===== src/rtl/nest_stack.sv =====
// nest_stack: DEPTH_MAX x 1-bit LIFO holding the type tag of each open block.
//  clk, reset : clock, synchronous active-high reset (empties the stack)
//  push, din  : push din when not full
//  pop        : drop the top entry when not empty
//  top        : tag of the most recent entry (0 when empty)
//  full/empty : occupancy flags
//  count      : number of entries held
module nest_stack #(
  parameter  int DEPTH_MAX = 8,
  localparam int DW        = $clog2(DEPTH_MAX + 1)
) (
  input  logic          clk,
  input  logic          reset,
  input  logic          push,
  input  logic          pop,
  input  logic          din,
  output logic          top,
  output logic          full,
  output logic          empty,
  output logic [DW-1:0] count
);

  logic [DEPTH_MAX-1:0] data_q, data_d;
  logic [DW-1:0]        count_q, count_d;

  assign full  = (count_q == DW'(DEPTH_MAX));
  assign empty = (count_q == '0);
  assign count = count_q;

  always_comb begin
    data_d  = data_q;
    count_d = count_q;
    top     = 1'b0;
    // Slot compare instead of direct indexing keeps index widths exact;
    // count_q-1 wraps to all-ones when empty, which no slot matches.
    for (int i = 0; i < DEPTH_MAX; i++)
      if (DW'(i) == count_q - DW'(1)) top = data_q[i];
    if (push && !full) begin
      for (int i = 0; i < DEPTH_MAX; i++)
        if (DW'(i) == count_q) data_d[i] = din;
      count_d = count_q + DW'(1);
    end else if (pop && !empty) begin
      count_d = count_q - DW'(1);
    end
  end

  always_ff @(posedge clk) begin
    if (reset) begin
      data_q  <= '0;
      count_q <= '0;
    end else begin
      data_q  <= data_d;
      count_q <= count_d;
    end
  end

endmodule


===== config.mk =====
export PLATFORM = sky130hd
export DESIGN_NAME = nest_stack
export DESIGN_NICKNAME = d
export VERILOG_FILES = /design/src/rtl/nest_stack.sv
export SDC_FILE = /design/constraint.sdc
export NUM_CORES = 1
export LEC_CHECK = 0
export BUFFER_PORTS_ARGS = -buffer_cell sky130_fd_sc_hd__buf_2
export CORE_MARGIN = 1
export CORE_UTILIZATION = 45
export CTS_BUF_LIST = sky130_fd_sc_hd__clkbuf_8 sky130_fd_sc_hd__clkbuf_16
export CTS_CLUSTER_DIAMETER = 150
export DETAILED_ROUTE_END_ITERATION = 16
export PLACE_DENSITY = 0.62
export SLEW_MARGIN = 10
export SYNTH_ARGS = -nofsm -noshare
export SYNTH_HDL_FRONTEND = slang
export SYNTH_SLANG_ARGS = --single-unit

===== constraint.sdc =====
create_clock -name clk -period 3.31 [get_ports clk]
set_input_delay 0.1655 -clock clk [delete_from_list [all_inputs] [get_ports clk]]
set_output_delay 0.1655 -clock clk [all_outputs]
set_load 0.02 [all_outputs]

=== Word level (Yosys, flattened, before mapping) ===
Cells that the tools add are included.

* Add/sub/neg operators: 2
* Multipliers: 0
* Divide/modulo/power cells: 0
* $lt $le $gt $ge: 0
* Equal/unequal tests: 15
* Shifts and indexed selects: 0
* Multiplexer cells: 10
* Bitwise operators: 0
* Reduce and logical (&&, ||, !) cells: 15

{| class="wikitable"
|+ Operators with widths
! operator !! number
|-
| == test 3 x 4 -> 1 bit (first input constant) || 8
|-
| == test 2 x 4 -> 1 bit (first input constant) || 4
|-
| AND reduction 2 bit || 8
|-
| == test 1 x 4 -> 1 bit (first input constant) || 2
|-
| logical NOT 4 bit || 2
|-
| two-way mux 1 bit || 8
|-
| two-way mux 4 bit || 2
|-
| adder 4 x 1 -> 4 bit (second input constant) || 1
|-
| == test 4 bit (second input constant) || 1
|-
| subtractor 4 x 1 -> 4 bit (second input constant) || 1
|-
| logical AND 1 bit || 2
|-
| logical NOT 1 bit || 2
|-
| nonzero test 2 bit || 1
|}

* Register bits: 12
* Bits in latches: 0
* RAM bits: 0
* Memory bits (read-only): 0
* Bits of input ports: 5
* Output and inout port bits: 7
* Logic and storage cells: 51
* Memories kept: 0

=== Depth between registers and ports, before layout ===
Gate-level depths: netlist of the first run.

* Depth in word-level cells: 10
* Depth in mapped cells: 6
* Gate-level depth less buffers: 6

=== Worst setup path after synthesis of the first run ===
No wires, ideal clock.

* Kind: reg-to-output
* From: reg count_q[0], in the netlist count[0]
* To: out top
* Arrival: 1.695 ns
* Required time: 3.144 ns
* Path slack: 1.450 ns
* Cell stages (with the launch flop): 6
* Buffers on the path: 0
* Path through: dfxtp_1 -> inv_1 -> ha_1 -> o21ai_0 -> a41oi_1 -> a21boi_0

* Longest elaborated chain between the ends: 10
* Elaborated cells on any way between the ends: 17
* Classes of those cells: add/sub: 1; eq/ne: 7; mux: 8; reduce/logical: 1

{| class="wikitable"
|+ Ends and longest elaborated chain
! what !! line !! source
|-
| from (decl) || 24 || <nowiki>logic [DW-1:0] count_q, count_d;</nowiki>
|-
| from (signal assigned) || 53 || <nowiki>count_q <= count_d;</nowiki>
|-
| subtractor 4 x 1 -> 4 bit * || 37 || <nowiki>if (DW'(i) == count_q - DW'(1)) top = data_q[i];</nowiki>
|-
| logical NOT 4 bit || 37 ||
|-
| two-way mux 1 bit (7 in a row) || 37 ||
|-
| two-way mux 1 bit * || 37 ||
|-
| to (decl) || 17 || <nowiki>output logic top,</nowiki>
|}

Every way passes the cells marked *; elsewhere a longest branch is shown, timed or not.

=== Final worst setup path of the first run ===
Same ends and word-level chain as after synthesis.

==> flow_metrics.env, run 1 <==
export IMPL_drive_above_1_share_pct=16.2
export IMPL_core_area_um2=1590
export IMPL_hpwlAfterDp_mm=1.17
export IMPL_area_growth_pct=11.1
export IMPL_clockRootBuffer="clkbuf_8"
export IMPL_slew_viol_final=0
export IMPL_numCtsBuffers=3
export IMPL_synth_edff_count=0
export IMPL_gp_congestion=0.861
export IMPL_io_buffers=11
export IMPL_crit_path_start_kind="flop"
export IMPL_end_kind="output pin"
export IMPL_grt_pass1_wl_mm=2.85
export IMPL_max_freq_mhz=508
export IMPL_path_cells="inv_1 -> ha_1 -> a21oi_1 -> o21ai_0 -> a41oi_1 -> a21boi_0 -> buf_2"
export IMPL_routedWlPerCell_um=12.6
export IMPL_min_delay_start="din"
export IMPL_cts_hold_buf=0
export IMPL_fin_crit_sh_pct=59.5
export IMPL_synth_fp_nets=112
export IMPL_cp_slowest_cell="dfxtp_1"
export IMPL_relSlewSlack_pct=63.5
export IMPL_cts_tree="done"
export IMPL_fin_skew_ns=0.00145
export IMPL_worst_skew_pair_late_latency_ns=0.24
export IMPL_netlist_instances=102
export IMPL_worst_pin_slew_ns=0.547
export IMPL_crit_family="compound AO/OA/AOI/OAI gates"
export IMPL_p_leak_nw=0.373
export IMPL_dr_pass1_iters=4
export IMPL_cp_required_ns=3.14
export IMPL_synthFlopType="dfxtp_1"
export IMPL_finalCriticalPeriod_ns=1.97
export IMPL_grt_max_degree=16
export IMPL_ys_seq_elements=12
export IMPL_start_util_pct=51.0
export IMPL_die_area_um2=1980
export IMPL_hold_path_depth=3
export IMPL_cap_violations=0
export IMPL_worstHoldEndpoint="data_q[4]"
export IMPL_cts_sinks=12
export IMPL_antenna_found_initial=0
export IMPL_drt_iter0_drc=10
export IMPL_routed_via_count=714
export IMPL_yosysSeqAreaShare_pct=29.5
export IMPL_diodes=0
export IMPL_die_x_um=44.5
export IMPL_r2r_start="count[0]"
export IMPL_hold_class="in2reg"
export IMPL_globalRouteOverflowTotal=0
export IMPL_grt_pass1_vias=611
export IMPL_ys_warnings_count=0
export IMPL_ir_drop_mv=0.486
export IMPL_n_fill_cell=153
export IMPL_die_h_um=44.5
export IMPL_ctsResizeCount=0
export IMPL_netlist_area_um2=813
export IMPL_hold_viol=0
export IMPL_routed_wl_mm=1.70
export IMPL_final_core_util_pct=56.7
export IMPL_cts_buffer_depth=2
export IMPL_r2r_cells=6
export IMPL_final_cells=135
export IMPL_dp_cells=131
export IMPL_rows=14
export IMPL_worstSetupPathType="reg2out"
export IMPL_async_reset_ff_share_pct=0
export IMPL_pre_cts_ws_ns=1.61
export IMPL_finalSetupViolCount=0
export IMPL_worst_path_buf_inv=2
export IMPL_antenna_left=0
export IMPL_route_detailed_drc=0
export IMPL_cpPeakStageDelay_ns=0.46
export IMPL_p_per_area_nw_per_um2=907
export IMPL_r2r_setup_slack_ns=1.65
export IMPL_outcome="complete, no violations"
export IMPL_track_usage_pct=20.2
export IMPL_cts_htree_levels=1
export IMPL_clkTransAtPathRegs_ns=0.05
export IMPL_cp_arrival_ns=1.80
export IMPL_ys_types=29
export IMPL_cts_setup_buffers=0
export IMPL_num_nets_final=122
export IMPL_pin_count=12
export IMPL_synth_avg_cell_area_um2=7.97
export IMPL_crit_path_max_fanout=7
export IMPL_final_cell_mix="nor2_1 (12), nand2_1 (12), dfxtp_1 (12)"
export IMPL_rsz0062_at_grt="false"
export IMPL_tns_ns=0
export IMPL_timing_rr_end="count[3]"
export IMPL_setup_slack_ns=1.34
export IMPL_via_per_inst=5.29
## metal layers
layer	wire (µm)	part of all wire (%)	global-route usage, %
met1	861	51	26.7
met2	735	43	28.8
met3	61	3.6	6.53
met4	36	2.1	10.9
met5	0	0	0
## stage by stage
stage	instance area, µm²	total power, mW	hold slack (ns)
floorplan	813	0.575	0.244
global placement	848	0.651	0.450
detailed placement	848	0.656	0.456
CTS	903	0.823	0.238
global route	903	0.886	0.250
finish	903	0.819	0.242
## synthesized netlist by cell type, types with 2 or more instances
library cell	number	area share (%)
dfxtp_1	12	30
nand3_1	8	4.9
clkbuf_1	3	1.4
nand2_1	12	5.5
o21ai_0	5	3.1
mux2i_1	8	9.8
ha_1	5	7.7
inv_1	3	1.4
nand2b_1	4	3.1
a21oi_1	8	4.9
nor2_1	12	5.5
nor3_1	2	1.2
xnor2_1	3	3.2
clkbuf_8	2	3.4
## power by group
part           switching (mW)  internal (mW)
clock                  0.0566          0.105
sequential             0.0730          0.176
combinational           0.238          0.170
## state kept, by name, indices dropped and copies added (netlist names)
signal  count
data_q      8
count       4
## worst max path at each step
stage	to	slack [ns]	start	cells past startpoint
CTS	top	1.34	count[0]	6
finish	top	1.34	count[0]	7
floorplan	top	1.45	count[0]	5
global placement	top	1.66	count[0]	7
detailed placement	top	1.61	count[0]	7
global route	top	1.14	count[0]	6
## worst register-to-register path: stages (launching register included)
cell,delay [ns]
dfxtp_1,0.46
inv_1,0.13
ha_1,0.31
nand2b_1,0.15
a21oi_1,0.08
a2111o_1,0.40
o21ai_0,0.07
## final cells by class
class,count,area [µm²],area share [%]
Timing Repair Buffer,11,55.1,6.09
Inverter,3,11.3,1.25
Sequential cell,12,240,26.6
Multi-Input combinational cell,81,512,56.6
Clock buffer,4,55.1,6.09
Tap cell,24,30.0,3.32
## cell families (layout without fill, tap and decap cells)
kind of cell             Yosys count  in the layout  synth area share [%]
flip-flops                        12             12                  29.5
adder cells (fa/ha/maj)            5              5                  7.69
buffers and inverters              9             18                  7.54
AO/OA/AOI/OAI                     17             17                  12.3
XOR/XNOR                           3              3                  3.23
AND/OR/NAND/NOR                   48             48                  29.8
multiplexers                       8              8                  9.85
No activity file was read; power rests on OpenSTA's default activity.
==> run 2: changes to the inputs <==
--- a/config.mk
+++ b/config.mk
@@ -5,6 +5,7 @@
 export SDC_FILE = /design/constraint.sdc
 export NUM_CORES = 1
 export LEC_CHECK = 0
+export ABC_AREA = 1
 export BUFFER_PORTS_ARGS = -buffer_cell sky130_fd_sc_hd__buf_2
 export CORE_MARGIN = 1
 export CORE_UTILIZATION = 45
==> constraint.sdc (replaced) <==
create_clock -name clk -period 2 [get_ports clk]
set_input_delay 0.1 -clock clk [delete_from_list [all_inputs] [get_ports clk]]
set_output_delay 0.1 -clock clk [all_outputs]
set_load 0.02 [all_outputs]
==> flow_metrics.env, run 2 <==
export IMPL_final_cell_mix="nand2_1 (36), inv_1 (16), nand3_1 (15)"
export IMPL_core_area_um2=1750
export IMPL_start_util_pct=48.5
export IMPL_io_buffers=11
export IMPL_cts_buffer_depth=2
export IMPL_synth_area_top_cells="dfxtp_1 (28%), nand2_1 (16%), nand3_1 (8.9%), ha_1 (7.4%), inv_1 (7.1%)"
export IMPL_rsz0062_at_grt="false"
export IMPL_outcome="complete, no violations"
export IMPL_routed_via_count=862
export IMPL_cts_sinks=12
export IMPL_netlist_instances=130
export IMPL_worst_skew_pair_late_latency_ns=0.25
export IMPL_antenna_left=0
export IMPL_worstHoldEndpoint="data_q[3]"
export IMPL_final_cells=167
export IMPL_r2r_start="count[0]"
export IMPL_synth_avg_cell_area_um2=6.52
export IMPL_die_x_um=45.4
export IMPL_cap_violations=0
export IMPL_synth_simple_area_share_pct=42.8
export IMPL_yosysTopAreaCell="dfxtp_1"
export IMPL_cts_htree_levels=1
export IMPL_grt_pass1_wl_mm=3.40
export IMPL_yosysMostFrequentCell="nand2_1"
export IMPL_die_h_um=45.4
export IMPL_tns_ns=0
export IMPL_p_leak_nw=0.485
export IMPL_rows=15
export IMPL_ir_drop_mv=0.710
export IMPL_hold_path_depth=2
export IMPL_setup_slack_ns=0.137
export IMPL_numCtsBuffers=3
export IMPL_clockRootBuffer="clkbuf_8"
export IMPL_n_fill_cell=170
export IMPL_worstSetupPathType="reg2out"
export IMPL_finalSetupViolCount=0
export IMPL_pre_cts_ws_ns=0.231
export IMPL_multi_input_area_um2=508
export IMPL_grt_max_degree=12
export IMPL_ys_warnings_count=0
export IMPL_drive_above_1_share_pct=17.6
export IMPL_synth_fp_nets=140
export IMPL_via_per_inst=5.16
export IMPL_area_growth_pct=13.6
export IMPL_async_reset_ff_share_pct=0
export IMPL_hpwlAfterDp_mm=1.51
export IMPL_yosys_area_top_type_share_pct=28.4
export IMPL_globalRouteOverflowTotal=0
export IMPL_synth_top_family_by_area="simple AND/OR/NAND/NOR gates"
export IMPL_dr_pass1_iters=4
export IMPL_hold_slack_ns=0.133
export IMPL_ys_types=20
export IMPL_finalCriticalPeriod_ns=1.86
export IMPL_min_delay_start="reset"
export IMPL_clkTransAtPathRegs_ns=0.06
export IMPL_crit_path_start_kind="flop"
export IMPL_hold_class="in2reg"
export IMPL_num_nets_final=153
export IMPL_fin_skew_ns=0.000878
export IMPL_ys_seq_elements=12
export IMPL_netlist_area_um2=847
export IMPL_synth_compound_area_share_pct=9.45
export IMPL_p_per_area_nw_per_um2=1040
export IMPL_route_detailed_drc=0
export IMPL_hold_viol=0
export IMPL_synthMuxAreaShare_pct=0
export IMPL_synth_edff_count=0
export IMPL_synth_commonest_cells="nand2_1 (36), inv_1 (16), nand3_1 (15), dfxtp_1 (12), nor2_1 (12)"
export IMPL_yosysSeqAreaShare_pct=28.4
export IMPL_cts_tree="done"
export IMPL_finalPower_mw=0.997
export IMPL_synthFlopType="dfxtp_1"
export IMPL_r2r_setup_slack_ns=0.30
export IMPL_synth_adder_area_share_pct=7.39
export IMPL_crit_path_max_fanout=6
export IMPL_worst_pin_slew_ns=0.431
export IMPL_relSlewSlack_pct=71.2
export IMPL_pin_count=12
export IMPL_die_area_um2=2060
export IMPL_track_usage_pct=23.8
export IMPL_end_kind="output pin"
export IMPL_diodes=0
export IMPL_synthXorXnorAreaFrac_pct=0
export IMPL_register_area_um2=241
export IMPL_largest_register_ffs=8
export IMPL_fin_crit_sh_pct=93.2
export IMPL_cts_setup_buffers=0
export IMPL_layout_commonest_cell="nand2_1"
export IMPL_grt_pass1_vias=737
export IMPL_timing_rr_end="data_q[5]"
export IMPL_cp_required_ns=1.90
export IMPL_slew_viol_final=0
export IMPL_max_freq_mhz=537
export IMPL_drt_iter0_drc=54
export IMPL_gp_congestion=0.866
export IMPL_routedWlPerCell_um=12.0
export IMPL_r2r_cells=9
export IMPL_regMostFlops="data_q"
export IMPL_cp_arrival_ns=1.76
export IMPL_dp_cells=163
export IMPL_routed_wl_mm=2.00
export IMPL_antenna_found_initial=0
[run 2: cell type report]
class / instances / share of cell area (%)
inverters: 17 / 6.63
flip-flops and latches: 12 / 25.1
repair buffers: 12 / 6.50
multi-input cells: 97 / 52.8
well taps: 25 / 3.25
clock buffers: 4 / 5.72
[run 2: cell families after synthesis]
kind of cell,Yosys count
AOI/OAI and AO/OA,16
adders and majority gates,5
buffers and inverters,21
DFF,12
and+or+nand+nor,76
[run 2: stage by stage]
| step | utilization (%) | cell area [µm²] |
|---|---|---|
| floorplan | - | 847 |
| global placement | 51.8 | 903 |
| detailed placement | 51.8 | 903 |
| CTS | 54.9 | 958 |
| global route | 55.1 | 962 |
| finish | 55.1 | 962 |
[run 2: worst max-delay path: stages (launching register included)]
cell and delay [ns]:
dfxtp_1 0.31, buf_4 0.15, ha_1 0.24, inv_1 0.23
nand3_1 0.12, nand2_1 0.09, nand2_1 0.05, nand3_1 0.08
nand2_1 0.06, inv_1 0.05, buf_2 0.15
[run 2: repair_timing]
| item | CTS | global route |
|---|---|---|
| resized for setup | 0 | 2 |
| setup endpoints to repair | 0 | 1 |
| hold buffers | 0 | 0 |
[run 2: where the power goes]
part	leakage (nW)	switching (mW)	internal, mW
Clock	0.0288	0.0988	0.174
Combinational	0.358	0.286	0.137
Sequential	0.0981	0.0354	0.265
Total	0.485	0.420	0.577
[run 2: per-layer routing]
layer,up-vias,part of all wire (%),wire (µm),track usage [%]
met2,39,45,894,33.7
li1,443,-,-,-
met3,2,5.9,118,3.57
met4,0,0.75,15,14.5
met5,-,0,0,0
met1,378,49,973,33.6
[run 2: how the worst max path moves through the flow]
stage	depth (start not counted)	to	from	slack (ns)
after floorplan	7	data_q[0]	count[0]	0.29
after global placement	7	data_q[0]	count[0]	0.31
after detailed placement	8	data_q[1]	count[0]	0.23
after CTS	11	top	count[0]	0.10
after global routing	10	top	count[1]	0.004
final	10	top	count[1]	0.14
==> run 3: changes to the inputs <==
--- a/config.mk
+++ b/config.mk
@@ -7,12 +7,14 @@
 export LEC_CHECK = 0
 export ABC_AREA = 1
 export BUFFER_PORTS_ARGS = -buffer_cell sky130_fd_sc_hd__buf_2
+export CELL_PAD_IN_SITES_DETAIL_PLACEMENT = 2
+export CELL_PAD_IN_SITES_GLOBAL_PLACEMENT = 2
 export CORE_MARGIN = 1
-export CORE_UTILIZATION = 45
+export CORE_UTILIZATION = 29
 export CTS_BUF_LIST = sky130_fd_sc_hd__clkbuf_8 sky130_fd_sc_hd__clkbuf_16
 export CTS_CLUSTER_DIAMETER = 150
 export DETAILED_ROUTE_END_ITERATION = 16
-export PLACE_DENSITY = 0.62
+export PLACE_DENSITY = 0.72
 export SLEW_MARGIN = 10
 export SYNTH_ARGS = -nofsm -noshare
 export SYNTH_HDL_FRONTEND = slang
==> flow_metrics.env, run 3 (same netlist as run 2, synthesis figures left out) <==
export IMPL_routedWlPerCell_um=16.5
export IMPL_r2r_setup_slack_ns=0.27
export IMPL_pre_cts_ws_ns=0.110
export IMPL_io_buffers=11
export IMPL_die_x_um=56.0
export IMPL_clockRootBuffer="clkbuf_8"
export IMPL_cts_tree="done"
export IMPL_crit_path_end="top"
export IMPL_start_util_pct=30.7
export IMPL_fin_crit_sh_pct=91.4
export IMPL_diodes=0
export IMPL_finalSetupViolCount=0
export IMPL_via_per_inst=5.13
export IMPL_setup_slack_ns=0.173
export IMPL_combPwrFrac_pct=46.2
export IMPL_routed_wl_mm=2.91
export IMPL_crit_path_start_kind="flop"
export IMPL_numCtsBuffers=3
export IMPL_drive_above_1_share_pct=21.4
export IMPL_crit_top_cell="nand2_1"
export IMPL_crit_start="count[1]"
export IMPL_cpPeakStageDelay_ns=0.31
export IMPL_globalRouteOverflowTotal=0
export IMPL_largest_register_ffs=8
export IMPL_hpwlAfterDp_mm=2.25
export IMPL_area_growth_pct=19.4
export IMPL_p_leak_nw=0.496
export IMPL_drt_iter0_drc=16
export IMPL_route_detailed_drc=0
export IMPL_routed_via_count=902
export IMPL_rows=19
export IMPL_hold_viol=0
export IMPL_grt_max_degree=12
export IMPL_die_area_um2=3140
export IMPL_core_area_um2=2760
export IMPL_seqPwrFrac_pct=28.7
export IMPL_multi_input_area_um2=520
export IMPL_ir_drop_mv=0.466
export IMPL_die_h_um=56.0
export IMPL_worst_skew_pair_late_latency_ns=0.24
export IMPL_clkTransAtPathRegs_ns=0.06
export IMPL_layout_commonest_cell="nand2_1"
export IMPL_outcome="complete, no violations"
export IMPL_hold_class="in2reg"
export IMPL_register_area_um2=244
export IMPL_cp_slowest_cell="dfxtp_1"
export IMPL_rsz0062_at_grt="false"
export IMPL_relSlewSlack_pct=66.8
export IMPL_cp_required_ns=1.90
export IMPL_p_per_area_nw_per_um2=1050
export IMPL_regMostFlops="data_q"
export IMPL_slew_viol_final=0
export IMPL_crit_path_max_fanout=5
export IMPL_cap_violations=0
export IMPL_end_kind="output pin"
export IMPL_clkPwrFrac_pct=25.1
export IMPL_r2r_cells=8
export IMPL_num_nets_final=156
export IMPL_worst_pin_slew_ns=0.497
export IMPL_max_freq_mhz=547
export IMPL_n_fill_cell=348
export IMPL_intPower_mw=0.604
export IMPL_path_cells="inv_1 -> ha_1 -> nand2_1 -> nand2_1 -> nand3_1 -> nand2_1 -> nand2_1 -> nand3_1 -> nand2_1 -> inv_1 -> buf_2"
export IMPL_p_switching_mw=0.462
export IMPL_cts_buffer_depth=2
export IMPL_antenna_left=0
export IMPL_gp_congestion=0.778
export IMPL_timing_rr_end="data_q[5]"
export IMPL_track_usage_pct=19.6
export IMPL_fin_skew_ns=0.00313
export IMPL_pin_count=12
export IMPL_r2r_start="count[0]"
export IMPL_final_cell_mix="nand2_1 (36), nand3_1 (15), inv_1 (14)"
export IMPL_antenna_found_initial=0
export IMPL_cts_htree_levels=1
export IMPL_tns_ns=0
export IMPL_grt_pass1_wl_mm=4.71
export IMPL_grt_pass1_vias=942
export IMPL_finalCriticalPeriod_ns=1.83
export IMPL_cp_arrival_ns=1.73
export IMPL_p_sw_share_pct=43.4
export IMPL_dr_pass1_iters=4
export IMPL_cts_sinks=12
export IMPL_worstSetupPathType="reg2out"
-- run 3: cell count changes in the layout (fill, tap and decap cells not counted) --
cell | before | now
clkinvlp_4 | 0 | 1
buf_4 | 1 | 4
dfxtp_2 | 1 | 0
ha_1 | 4 | 3
ha_4 | 0 | 1
dfxtp_4 | 0 | 1
inv_2 | 1 | 2
inv_1 | 16 | 14
-- run 3: how the worst min path moves through the flow --
stage | slack (ns) | endpoint | start | cells past startpoint
after floorplan | 0.27 | data_q[4] | push | 2
after global placement | 0.40 | data_q[3] | reset | 2
after detailed placement | 0.41 | data_q[7] | reset | 2
after CTS | 0.16 | count[2] | reset | 2
after global routing | 0.16 | data_q[2] | reset | 2
final | 0.16 | count[2] | reset | 2
-- run 3: power by group through the flow --
stage,Clock (mW),Combinational (mW),Sequential [mW]
floorplan,0,0.303,0.312
global placement,0,0.433,0.305
detailed placement,0,0.451,0.307
CTS,0.276,0.456,0.302
global route,0.285,0.547,0.310
finish,0.267,0.492,0.306
-- run 3: layer usage --
metal	share of wire, %	global-route usage, %	vias to the layer above
met5	0	0	-
li1	-	-	449
met3	2.6	4.19	2
met2	54	35.5	14
met4	0.76	3.14	0
met1	43	24.0	437
-- run 3: cell type report --
type | instances | area share [%]
flip-flops and latches | 12 | 24.1
multi-input cells | 97 | 51.5
clock buffers | 4 | 5.45
repair buffers | 15 | 8.42
well taps | 31 | 3.84
inverters | 17 | 6.68
-- run 3: critical path, delay by kind of cell (launching register included) --
| kind | cells | cell delay, ns |
|---|---|---|
| adders and majority gates | 1 | 0.29 |
| buffers and inverters | 3 | 0.38 |
| DFF | 1 | 0.31 |
| and+or+nand+nor | 7 | 0.50 |
-- run 3: metrics by stage --
step           total power [mW]  utilization, %  cell area, µm²  hold slack [ns]  instances
2_1_floorplan             0.616               -             847            0.272        130
3_3_place_gp              0.739            33.0             911            0.398        169
3_5_place_dp              0.759            33.0             911            0.406        169
4_1_cts                    1.03            35.0             966            0.155        173
5_1_grt                    1.14            36.7            1010            0.164        176
6_report                   1.07            36.7            1010            0.160        176
-- run 3: repair_timing --
item,CTS,global route
gates resized for setup,0,7
buffers inserted,0,3
hold buffers,0,0
setup endpoints to repair,0,8
